File: config.mk
export PLATFORM = sky130hd
export DESIGN_NAME = mem_stage_lsu
export DESIGN_NICKNAME = d
export VERILOG_FILES = /design/src/rtl/mem_stage_lsu_pkg.sv /design/src/rtl/lsu_extend.sv /design/src/rtl/mem_stage_lsu.sv
export SDC_FILE = /design/constraint.sdc
export NUM_CORES = 1
export LEC_CHECK = 0
export ABC_AREA = 1
export CORE_AREA = 2 2 110 112
export CTS_BUF_LIST = sky130_fd_sc_hd__clkbuf_4
export CTS_CLUSTER_DIAMETER = 120
export DETAILED_ROUTE_END_ITERATION = 8
export DIE_AREA = 0 0 112 114
export PLACE_DENSITY = 0.94
export SLEW_MARGIN = 20
export SYNTH_ARGS = -nofsm -noshare
export SYNTH_HDL_FRONTEND = slang
export SYNTH_SLANG_ARGS = --single-unit
File: constraint.sdc
create_clock -name clk -period 5 [get_ports clk]
set_input_delay 1 -clock clk [delete_from_list [all_inputs] [get_ports clk]]
set_output_delay 1 -clock clk [all_outputs]
set_load 0.01 [all_outputs]
File: src/rtl/mem_stage_lsu_pkg.sv
// Shared definitions for the MEM-stage load/store unit: funct3 codes, the load
// result-source encoding, FSM states and the access legality check.
package mem_stage_lsu_pkg;

    localparam logic [2:0] F3_B  = 3'b000;
    localparam logic [2:0] F3_H  = 3'b001;
    localparam logic [2:0] F3_W  = 3'b010;
    localparam logic [2:0] F3_BU = 3'b100;
    localparam logic [2:0] F3_HU = 3'b101;

    localparam logic [1:0] RESULT_SRC_LOAD = 2'b01;

    typedef enum logic [1:0] {
        IDLE = 2'b00,
        REQ  = 2'b01,
        DONE = 2'b10
    } lsu_state_e;

    // Stores have no unsigned variants, so BU/HU encodings are only legal for loads.
    function automatic logic is_legal_access(input logic       is_store,
                                             input logic [2:0] funct3,
                                             input logic [1:0] addr_lo);
        logic ok;
        ok = 1'b0;
        case (funct3)
            F3_B:    ok = 1'b1;
            F3_H:    ok = ~addr_lo[0];
            F3_W:    ok = (addr_lo == 2'b00);
            F3_BU:   ok = ~is_store;
            F3_HU:   ok = ~is_store & ~addr_lo[0];
            default: ok = 1'b0;
        endcase
        return ok;
    endfunction

endpackage

File: src/rtl/lsu_extend.sv
// Load data extender: picks the byte/half lane from the read word and
// sign- or zero-extends it according to funct3.
module lsu_extend
    import mem_stage_lsu_pkg::*;
(
    input  logic [2:0]  funct3,
    input  logic [1:0]  addr_lo,
    input  logic [31:0] word,
    output logic [31:0] data
);

    logic [31:0] shifted;

    always_comb begin
        shifted = word >> {addr_lo, 3'b000};
        case (funct3)
            F3_B:    data = {{24{shifted[7]}}, shifted[7:0]};
            F3_H:    data = {{16{shifted[15]}}, shifted[15:0]};
            F3_BU:   data = {24'b0, shifted[7:0]};
            F3_HU:   data = {16'b0, shifted[15:0]};
            default: data = shifted;
        endcase
    end

endmodule

File: src/rtl/mem_stage_lsu.sv
// MEM-stage load/store unit: issues one req/ready transaction per access,
// stalls the pipeline while it is outstanding and returns extended load data.
module mem_stage_lsu
    import mem_stage_lsu_pkg::*;
#(
    parameter int TIMEOUT = 16
) (
    input  logic        clk,
    input  logic        rst,
    input  logic        memWriteM,
    input  logic [1:0]  resultSrcM,
    input  logic [2:0]  funct3M,
    input  logic [31:0] ALUResultM,
    input  logic [31:0] writeDataM,
    output logic        mem_req,
    output logic        mem_we,
    output logic [31:0] mem_addr,
    output logic [31:0] mem_wdata,
    output logic [3:0]  mem_be,
    input  logic        mem_ready,
    input  logic [31:0] mem_rdata,
    output logic        stallM,
    output logic [31:0] readDataM,
    output logic        errM
);

    localparam int CNT_W = (TIMEOUT > 0) ? $clog2(TIMEOUT + 1) : 1;

    lsu_state_e  state_q, state_d;
    logic        mem_req_q, mem_req_d;
    logic        mem_we_q, mem_we_d;
    logic [31:0] mem_addr_q, mem_addr_d;
    logic [31:0] mem_wdata_q, mem_wdata_d;
    logic [3:0]  mem_be_q, mem_be_d;
    logic [31:0] read_data_q, read_data_d;
    logic        err_q, err_d;
    logic [CNT_W-1:0] cnt_q, cnt_d;
    logic [2:0]  funct3_q, funct3_d;
    logic [1:0]  addr_lo_q, addr_lo_d;

    logic        is_load;
    logic        access;
    logic        legal;
    logic        timeout_hit;
    logic [3:0]  be_new;
    logic [31:0] wdata_new;
    logic [31:0] ext_data;

    // Extension uses the funct3/offset captured at request time, not the live inputs.
    lsu_extend u_extend (
        .funct3  (funct3_q),
        .addr_lo (addr_lo_q),
        .word    (mem_rdata),
        .data    (ext_data)
    );

    always_comb begin
        is_load     = (resultSrcM == RESULT_SRC_LOAD);
        access      = memWriteM | is_load;
        legal       = is_legal_access(memWriteM, funct3M, ALUResultM[1:0]);
        timeout_hit = (TIMEOUT != 0) && (cnt_q == CNT_W'(TIMEOUT - 1));

        case (funct3M[1:0])
            2'b00: begin
                be_new    = 4'b0001 << ALUResultM[1:0];
                wdata_new = {4{writeDataM[7:0]}};
            end
            2'b01: begin
                be_new    = ALUResultM[1] ? 4'b1100 : 4'b0011;
                wdata_new = {2{writeDataM[15:0]}};
            end
            default: begin
                be_new    = 4'b1111;
                wdata_new = writeDataM;
            end
        endcase
    end

    always_comb begin
        state_d     = state_q;
        mem_req_d   = 1'b0;
        mem_we_d    = mem_we_q;
        mem_addr_d  = mem_addr_q;
        mem_wdata_d = mem_wdata_q;
        mem_be_d    = mem_be_q;
        read_data_d = read_data_q;
        err_d       = 1'b0;
        cnt_d       = cnt_q;
        funct3_d    = funct3_q;
        addr_lo_d   = addr_lo_q;

        case (state_q)
            IDLE: begin
                if (access && legal) begin
                    state_d     = REQ;
                    mem_req_d   = 1'b1;
                    mem_we_d    = memWriteM;
                    mem_addr_d  = {ALUResultM[31:2], 2'b00};
                    mem_wdata_d = wdata_new;
                    mem_be_d    = be_new;
                    cnt_d       = '0;
                    funct3_d    = funct3M;
                    addr_lo_d   = ALUResultM[1:0];
                end else if (access) begin
                    state_d     = DONE;
                    err_d       = 1'b1;
                    read_data_d = '0;
                end
            end
            REQ: begin
                if (mem_ready) begin
                    state_d = DONE;
                    if (!mem_we_q) begin
                        read_data_d = ext_data;
                    end
                end else if (timeout_hit) begin
                    state_d     = DONE;
                    err_d       = 1'b1;
                    read_data_d = '0;
                end else begin
                    mem_req_d = 1'b1;
                    cnt_d     = (cnt_q == '1) ? cnt_q : cnt_q + 1'b1;
                end
            end
            // EX/MEM still holds the finished instruction here, so inputs are ignored.
            DONE: state_d = IDLE;
            default: state_d = IDLE;
        endcase
    end

    always_ff @(posedge clk or negedge rst) begin
        if (!rst) begin
            state_q     <= IDLE;
            mem_req_q   <= 1'b0;
            mem_we_q    <= 1'b0;
            mem_addr_q  <= '0;
            mem_wdata_q <= '0;
            mem_be_q    <= '0;
            read_data_q <= '0;
            err_q       <= 1'b0;
            cnt_q       <= '0;
            funct3_q    <= '0;
            addr_lo_q   <= '0;
        end else begin
            state_q     <= state_d;
            mem_req_q   <= mem_req_d;
            mem_we_q    <= mem_we_d;
            mem_addr_q  <= mem_addr_d;
            mem_wdata_q <= mem_wdata_d;
            mem_be_q    <= mem_be_d;
            read_data_q <= read_data_d;
            err_q       <= err_d;
            cnt_q       <= cnt_d;
            funct3_q    <= funct3_d;
            addr_lo_q   <= addr_lo_d;
        end
    end

    assign mem_req   = mem_req_q;
    assign mem_we    = mem_we_q;
    assign mem_addr  = mem_addr_q;
    assign mem_wdata = mem_wdata_q;
    assign mem_be    = mem_be_q;
    assign readDataM = read_data_q;
    assign errM      = err_q;
    assign stallM    = rst & ((state_q == REQ) | ((state_q == IDLE) & access));

endmodule

==> summary.txt, run 1 <==
Outcome
  • Outcome: complete, no violations

Routing
  • Via-to-Cell Ratio: 5.16
  • Initial DRC count: 448
  • Drt total wl: between 15000 and 20000 um
  • DR vias: about 5600
  • Drc violations: 0
  • TritonRoute pass-1 iters: 5
  • Antenna-violating nets left: 0
  • Routed WL per cell: 15.1 um

Synth
  • Cell area after synthesis: 0.00567 sq mm
  • Asr flop ratio synth: 100%
  • Yosys cell types: 30
  • Most used DFF post-synth: dfrtp_1
  • Sequential share of the synthesized area: 49.9%
  • Synthesized flop and latch total: roughly 110
  • Synth Warn #: 0
  • Synth top area share: about half
  • Ranking of synthesized cells by area: dfrtp_1 (50%), nand2_1 (23%), nand3_1 (6.4%), o21ai_0 (3.8%), a21oi_1 (3.1%)
  • Most frequent cells after synthesis: nand2_1 (346), dfrtp_1 (113), nand3_1 (73), o21ai_0 (43), a21oi_1 (35)
  • Mean Syn Cell Area: 7.70 sq um
  • EDFF count, synth: 0
  • Post-Syn Instances: 736
  • Yosys top cell by area: dfrtp_1
  • Cell with the most instances after synthesis: nand2_1

CTS
  • CTS clock-pin slew for the worst setup and hold paths: 110 ps
  • Worst-skew pair later-pin latency: 540 ps
  • Hold-fix buffers at CTS: 0
  • Total CTS buffers: 17
  • # Post-CTS Setup Buffers: 0
  • Clock Sinks: ~110
  • Post-CTS sizing: 0
  • H-tree Lvls: 4
  • CTS tree: built
  • CTS Buffer Depth: 2
  • CTS root buf: clkbuf_4

Timing
  • Worst-margin pin slew: 743 ps
  • Setup TNS: 0 ps
  • Layout Skew: 18.5 ps
  • Hold Vio Cnt, Final: 0
  • RSZ-0062 raised after global routing: false
  • Final Max Tran Viols: 0
  • Fin crit period: 3730 ps
  • Fmax: 268 MHz
  • Final Cycle Share: 74.7%
  • Endpoints failing setup: 0
  • Slew headroom: about half
  • Hold slack: 480 ps
  • Final WS setup: 1270 ps

Floorplanning
  • Die width: 112 um
  • Initial core utilization: between 40% and 50%
  • Num rows: 40
  • I/O Pins: about 210
  • CORE AREA: between 0.01 and 0.015 sq mm
  • Die ar.: 0.0128 sq mm
  • Die height: between 100 and 150 um

Critical path
  • Crit-path max cell delay: a little under 600 ps
  • Worst Setup Start Kind: input port
  • Critical path required time: 4000 ps
  • Critical-path cell list: clkdlybuf4s50_1, inv_1, nand2_1, nand2_1, a21boi_0, clkdlybuf4s50_1
  • CP Data Arrival Time: 2730 ps
  • Max FO, Critical Path: 3
  • Worst setup EP type: output pin
  • Critical path class: input port to output pin
  • Slowest cell on crit path: clkdlybuf4s50_1

Place
  • Area after DPL: between 0.007 and 0.008 sq mm
  • Placement Setup Slack: 1300 ps
  • Port bufs: 206
  • Hpwl dp: 11600 um
  • GPL Wtd Cong: 0.859

Pwr
  • Pleak: 3.90 nW
  • P per Cell Area: a little over 500 mW/mm^2
  • Final Power: approximately 0.0041 W
  • Peak supply drop: about 0.43 mV

Global route
  • Largest net degree at the start of global routing: 63
  • Grt ovf: 0
  • Total GRT Usage: 26.3%
  • Grt met1 use: approximately a third
  • Met2 usage: 41.5%
  • Busiest grt layer: met2
  • First-pass GRT wire length: around 26000 um
  • Vias in the first global route: 5372
  • M3 GR Usage: roughly 11%
  • Initial antenna violation count: 0

Final layout
  • Footprint of the multi-input gates: 0.00247 sq mm
  • ANT cells: 0
  • Area delta synth->final: 40.9%
  • Layout cells sized above 1: 6.53%
  • Fillcell total: 956
  • Final net count: 1029
  • Post-route cell area: around 0.008 sq mm
  • FF+latch area: 0.00283 sq mm

Job
  • Max-cap violations: 0

Worst hold path
  • HP Class: flip-flop to flip-flop
[metal layers]
| layer | share of wire [%] | wire length (um) | vias up |
|---|---|---|---|
| met1 | 40 | 6530 | 2563 |
| met3 | 12 | 1940 | 25 |
| met2 | 46 | 7560 | 268 |
| met4 | 1.8 | 295 | 0 |
| met5 | 0 | 0 | - |
| li1 | - | - | 2726 |
[layout by cell type, fill, tap and decap left out]
cell             synthesis  routed
o211ai_1                 2       2
o21ai_1                 11      11
nor2_8                   2       2
a21boi_0                 1       1
dfrtp_1                113     113
nand2_4                  2       2
nand3_1                 73      73
clkbuf_4                 0      17
nor2_2                   2       2
clkinv_2                 0       2
xor2_1                   1       1
clkinvlp_4               0       3
nand2_2                  6       6
nand4_4                  1       1
o21ai_0                 43      43
nor2_1                  10      10
inv_6                    0       3
a21oi_1                 35      35
nor3_1                   1       1
clkdlybuf4s50_1          0     205
nand2_1                346     346
clkinv_4                 0       4
nand3_4                  2       2
buf_4                   11       5
a31oi_1                  7       7
bufinv_16                0       3
conb_1                   1       2
inv_1                   19      19
ha_1                     3       3
inv_2                    5       5
nor2_4                   2       2
nand3b_1                 1       1
inv_4                    2       2
[final timing paths]
path / from / endpoint / slack, ps / depth (start not counted)
worst max-delay path: memWriteM / stallM / 1270 / 6
worst min-delay path: mem_addr[4] / mem_addr[4] / 480 / 2
worst max register to register: addr_lo_q[0] / readDataM[30] / 2640 / 7
worst min register to register: mem_addr[4] / mem_addr[4] / 480 / 2
max in group asynchronous: rst / mem_wdata[14] / 3150 / 3
min in group asynchronous: rst / readDataM[3] / 630 / 2
[flip-flops by register name, indices dropped and copies added, names as in the netlist, 2 cells and up]
register   count
mem_addr      30
addr_lo_q      2
state_q        2
funct3_q       3
cnt_q          5
mem_be         4
readDataM     32
mem_wdata     32
[per-stage QoR]
step / instances / utilization [%]
after floorplan: 737 / -
after global placement: 1049 / 65.5
after detailed placement: 1049 / 65.5
after CTS: 1081 / 68.2
after global routing: 1081 / 68.2
final: 1081 / 68.2
[cell type report]
| type | instances | area share (%) |
|---|---|---|
| Timing Repair Buffer | 210 | 26.2 |
| Tap cell | 147 | 2.30 |
| Clock inverter | 15 | 2.30 |
| Clock buffer | 17 | 1.60 |
| Inverter | 26 | 1.28 |
| Sequential cell | 113 | 35.4 |
| Multi-Input combinational cell | 553 | 30.9 |
[report_power, final]
group,internal (W),leakage [nW],switching (W),total (W)
sequential,0.00123,1.46,0.000261,0.00149
combinational,0.000851,2.28,0.000976,0.00183
clock,0.000351,0.159,0.000389,0.000741
total,0.00244,3.90,0.00163,0.00406
[cells by family (layout without fill, tap and decap cells)]
kind of cell	after synthesis	in the layout	synth area share (%)
other	1	2	0.0661
buffers and inverters	71	268	6.60
adders and majority gates	3	3	0.662
AOI/OAI and AO/OA	99	99	9.03
and+or+nand+nor	448	448	33.6
DFF	113	113	49.9
xor gates and xnor gates	1	1	0.155
[critical path: cells and delay by family]
family | cells | cell delay (ps)
AND/OR/NAND/NOR | 2 | 330
AO/OA/AOI/OAI | 1 | 210
buffers and inverters | 3 | 1190
No activity file was read; power rests on OpenSTA's default activity.
==> inputs of run 2 (changes only) <==
--- a/config.mk
+++ b/config.mk
@@ -6,12 +6,12 @@
 export NUM_CORES = 1
 export LEC_CHECK = 0
 export ABC_AREA = 1
-export CORE_AREA = 2 2 110 112
+export CORE_AREA = 2 2 120 122
 export CTS_BUF_LIST = sky130_fd_sc_hd__clkbuf_4
 export CTS_CLUSTER_DIAMETER = 120
 export DETAILED_ROUTE_END_ITERATION = 8
-export DIE_AREA = 0 0 112 114
-export PLACE_DENSITY = 0.94
+export DIE_AREA = 0 0 122 124
+export PLACE_DENSITY = 0.85
 export SLEW_MARGIN = 20
 export SYNTH_ARGS = -nofsm -noshare
 export SYNTH_HDL_FRONTEND = slang
==> constraint.sdc (replaced) <==
create_clock -name clk -period 3.2 [get_ports clk]
set_input_delay 0.64 -clock clk [delete_from_list [all_inputs] [get_ports clk]]
set_output_delay 0.64 -clock clk [all_outputs]
set_load 0.01 [all_outputs]
==> run 2 against run 1 <==
- critical path depth unchanged
- clock-buffer cell count rose by 3
- sequential share of layout area decreased by 0.46 points
- non-clock buffer count rose by 6
- wire length increased by 1.1%
- die area is 18% higher
- clock power up 58%
- core utilization decreased by 9.2 points
- sequential power up 54%
- global-route usage decreased by 3.7 points
- total power rose by 57%
==> summary.txt, run 2 (synthesized netlist as in run 1, its figures left out) <==
Outcome
  • Outcome: complete, no violations (unchanged)

Routing
  • Antenna-violating nets left: 0 (unchanged)
  • Drc violations: 0 (unchanged)
  • TritonRoute pass-1 iters: 5 (unchanged)
  • Initial DRC count: 646 (was 448)
  • Drt total wl: 16500 um (was 16300 um)
  • Via-to-Cell Ratio: 4.96 (was 5.16)
  • DR vias: 5562 (was 5582)
  • Routed WL per cell: 14.7 um (was 15.1 um)

Critical path
  • Crit path launch: memWriteM (unchanged)
  • Critical path required time: 2560 ps (was 4000 ps)
  • Worst r2r src: cnt_q[0] (was addr_lo_q[0])
  • Worst Setup Start Kind: input port (unchanged)
  • Max FO, Critical Path: 3 (unchanged)
  • R2r endpoint: readDataM[19] (was readDataM[30])
  • Critical path class: input port to output pin (unchanged)
  • CP Data Arrival Time: 2130 ps (was 2730 ps)
  • Flop2flop setup slack: 1110 ps (was 2640 ps)
  • Worst setup EP type: output pin (unchanged)
  • Reg2Reg Depth: 10 (was 7)

Global route
  • Largest net degree at the start of global routing: 84 (was 63)
  • First-pass GRT wire length: 26000 um (was 26300 um)
  • Vias in the first global route: 5167 (was 5372)
  • Total GRT Usage: 22.5% (was 26.3%)
  • Initial antenna violation count: 1 (was 0)
  • Grt ovf: 0 (unchanged)

Timing
  • Worst-margin pin slew: 802 ps (was 743 ps)
  • Hold Vio Cnt, Final: 0 (unchanged)
  • Fin crit period: about 2800 ps
  • RSZ-0062 raised after global routing: false (unchanged)
  • Endpoints failing setup: 0 (unchanged)
  • Layout Skew: 15.6 ps (was 18.5 ps)
  • Slew headroom: 46.5% (was 50.4%)
  • Fmax: about 360 MHz
  • Final Max Tran Viols: 0 (unchanged)
  • Setup TNS: 0 ps (unchanged)
  • Final Cycle Share: 86.5%

Pwr
  • Final Power: 0.00639 W (was 0.00406 W)
  • Net switching power: 0.00248 W (was 0.00163 W)
  • P per Cell Area: 790 mW/mm^2 (was 509 mW/mm^2)
  • Reg power frac: 35.9% (was 36.8%)
  • Power share of the combinational group: 45.8% (was 45.0%)
  • Pleak: 3.94 nW (was 3.90 nW)
  • Clock power frac: 18.3% (was 18.2%)
  • Sw Share: 38.7% (was 40.0%)
  • Peak supply drop: 0.500 mV (was 0.429 mV)
  • Power Internal: 0.00392 W (was 0.00244 W)

Final layout
  • Area delta synth->final: 42.7% (was 40.9%)
  • Most frequent cells in the layout: nand2_1 (346), clkdlybuf4s50_1 (205), dfrtp_1 (113), nand3_1 (73), o21ai_0 (43) (unchanged)
  • Fillcell total: 1240 (was 956)
  • Layout cells sized above 1: 6.81% (was 6.53%)
  • Commonest non-fill, non-tap cell in the layout: nand2_1 (unchanged)
  • Final net count: 1035 (was 1029)
  • Final core occ: 59.0% (was 68.2%)

CTS
  • CTS clock-pin slew for the worst setup and hold paths: 110 ps (about the same)
  • Hold-fix buffers at CTS: 0 (unchanged)
  • Total CTS buffers: 17 (unchanged)
  • H-tree Lvls: 4 (unchanged)
  • Worst-skew pair later-pin latency: 530 ps (was 540 ps)
  • Post-CTS sizing: 0 (unchanged)
  • CTS tree: built (unchanged)
  • CTS Buffer Depth: 2 (unchanged)
  • CTS root buf: clkbuf_4 (unchanged)
  • # Post-CTS Setup Buffers: 0 (unchanged)
  • Clock Sinks: 113 (unchanged)

Place
  • GPL Wtd Cong: 0.881 (was 0.859)
  • Hpwl dp: 11900 um (was 11600 um)
  • Port bufs: 206 (unchanged)

Floorplanning
  • Die width: 122 um (was 112 um)
  • Num rows: 43 (was 40)
  • I/O Pins: 209 (unchanged)
  • Die height: 124 um (was 114 um)
  • CORE AREA: 0.0137 sq mm (was 0.0117 sq mm)
  • Initial core utilization: 41.3% (was 48.4%)
  • Die ar.: 0.0151 sq mm (was 0.0128 sq mm)

Job
  • Max-cap violations: 0 (unchanged)

Worst hold path
  • HP Class: input port to async pin (was flip-flop to flip-flop)
-- run 2: cell count changes in the layout (fill, tap and decap cells not counted), sizes merged --
cell / before / now
clkbuf: 17 / 20
clkinvlp: 3 / 2
diode: 0 / 1
buf: 5 / 11
bufinv: 3 / 4
inv: 29 / 26
-- run 2: worst max-delay path by stage --
stage | to | slack, ps | depth (start not counted)
2_1_floorplan | stallM | 1230 | 5
3_3_place_gp | stallM | 440 | 6
3_5_place_dp | stallM | 430 | 6
4_1_cts | stallM | 410 | 4
5_1_grt | stallM | 250 | 4
6_report | stallM | 430 | 6
-- run 2: through the flow --
step           cells  worst slack (ps)  area (sq um)  hold WS (ps)
2_1_floorplan    737              1230          5670           344
3_3_place_gp    1088               444          7770           453
3_5_place_dp    1088               428          7770           458
4_1_cts         1120               414          8090           315
5_1_grt         1120               246          8090           338
6_report        1121               431          8090           310
-- run 2: per-layer routing --
layer | part of all wire (%) | GRT usage, % | vias to the layer above | wire, um
li1 | - | - | 2741 | -
met1 | 41 | 28.6 | 2536 | 6800
met2 | 46 | 35.0 | 266 | 7560
met3 | 12 | 9.84 | 19 | 1930
met4 | 1.4 | 6.54 | 0 | 225
met5 | 0 | 0 | - | 0
-- run 2: cell type report --
class / instances / area [sq um] / area share (%)
Clock inverter: 12 / 165 / 2.04
Clock buffer: 20 / 150 / 1.86
Inverter: 26 / 103 / 1.27
Antenna cell: 1 / 2.50 / 0.0309
Timing Repair Buffer: 216 / 2150 / 26.5
Multi-Input combinational cell: 553 / 2470 / 30.5
Sequential cell: 113 / 2830 / 34.9
Tap cell: 180 / 225 / 2.78
-- run 2: power groups by stage --
stage | Combinational [W] | Clock [W] | Sequential [W]
after floorplan | 0.00147 | 0 | 0.00243
after global placement | 0.00289 | 0 | 0.00230
after detailed placement | 0.00294 | 0 | 0.00230
after CTS | 0.00295 | 0.00121 | 0.00229
after global routing | 0.00322 | 0.00130 | 0.00235
final | 0.00293 | 0.00117 | 0.00229
-- run 2: critical path, stage by stage --
cell and delay [ps]:
clkdlybuf4s50_1 510, inv_1 70, nand2_1 90, nand2_1 70, a21boi_0 170, clkdlybuf4s50_1 580
==> inputs of run 3 (changes only) <==
--- a/config.mk
+++ b/config.mk
@@ -6,6 +6,7 @@
 export NUM_CORES = 1
 export LEC_CHECK = 0
 export ABC_AREA = 1
+export ABC_CLOCK_PERIOD_IN_PS = 3200
 export CORE_AREA = 2 2 120 122
 export CTS_BUF_LIST = sky130_fd_sc_hd__clkbuf_4
 export CTS_CLUSTER_DIAMETER = 120
==> results of run 3 <==
Final layout, timing and power as in run 2 (identical DEF).
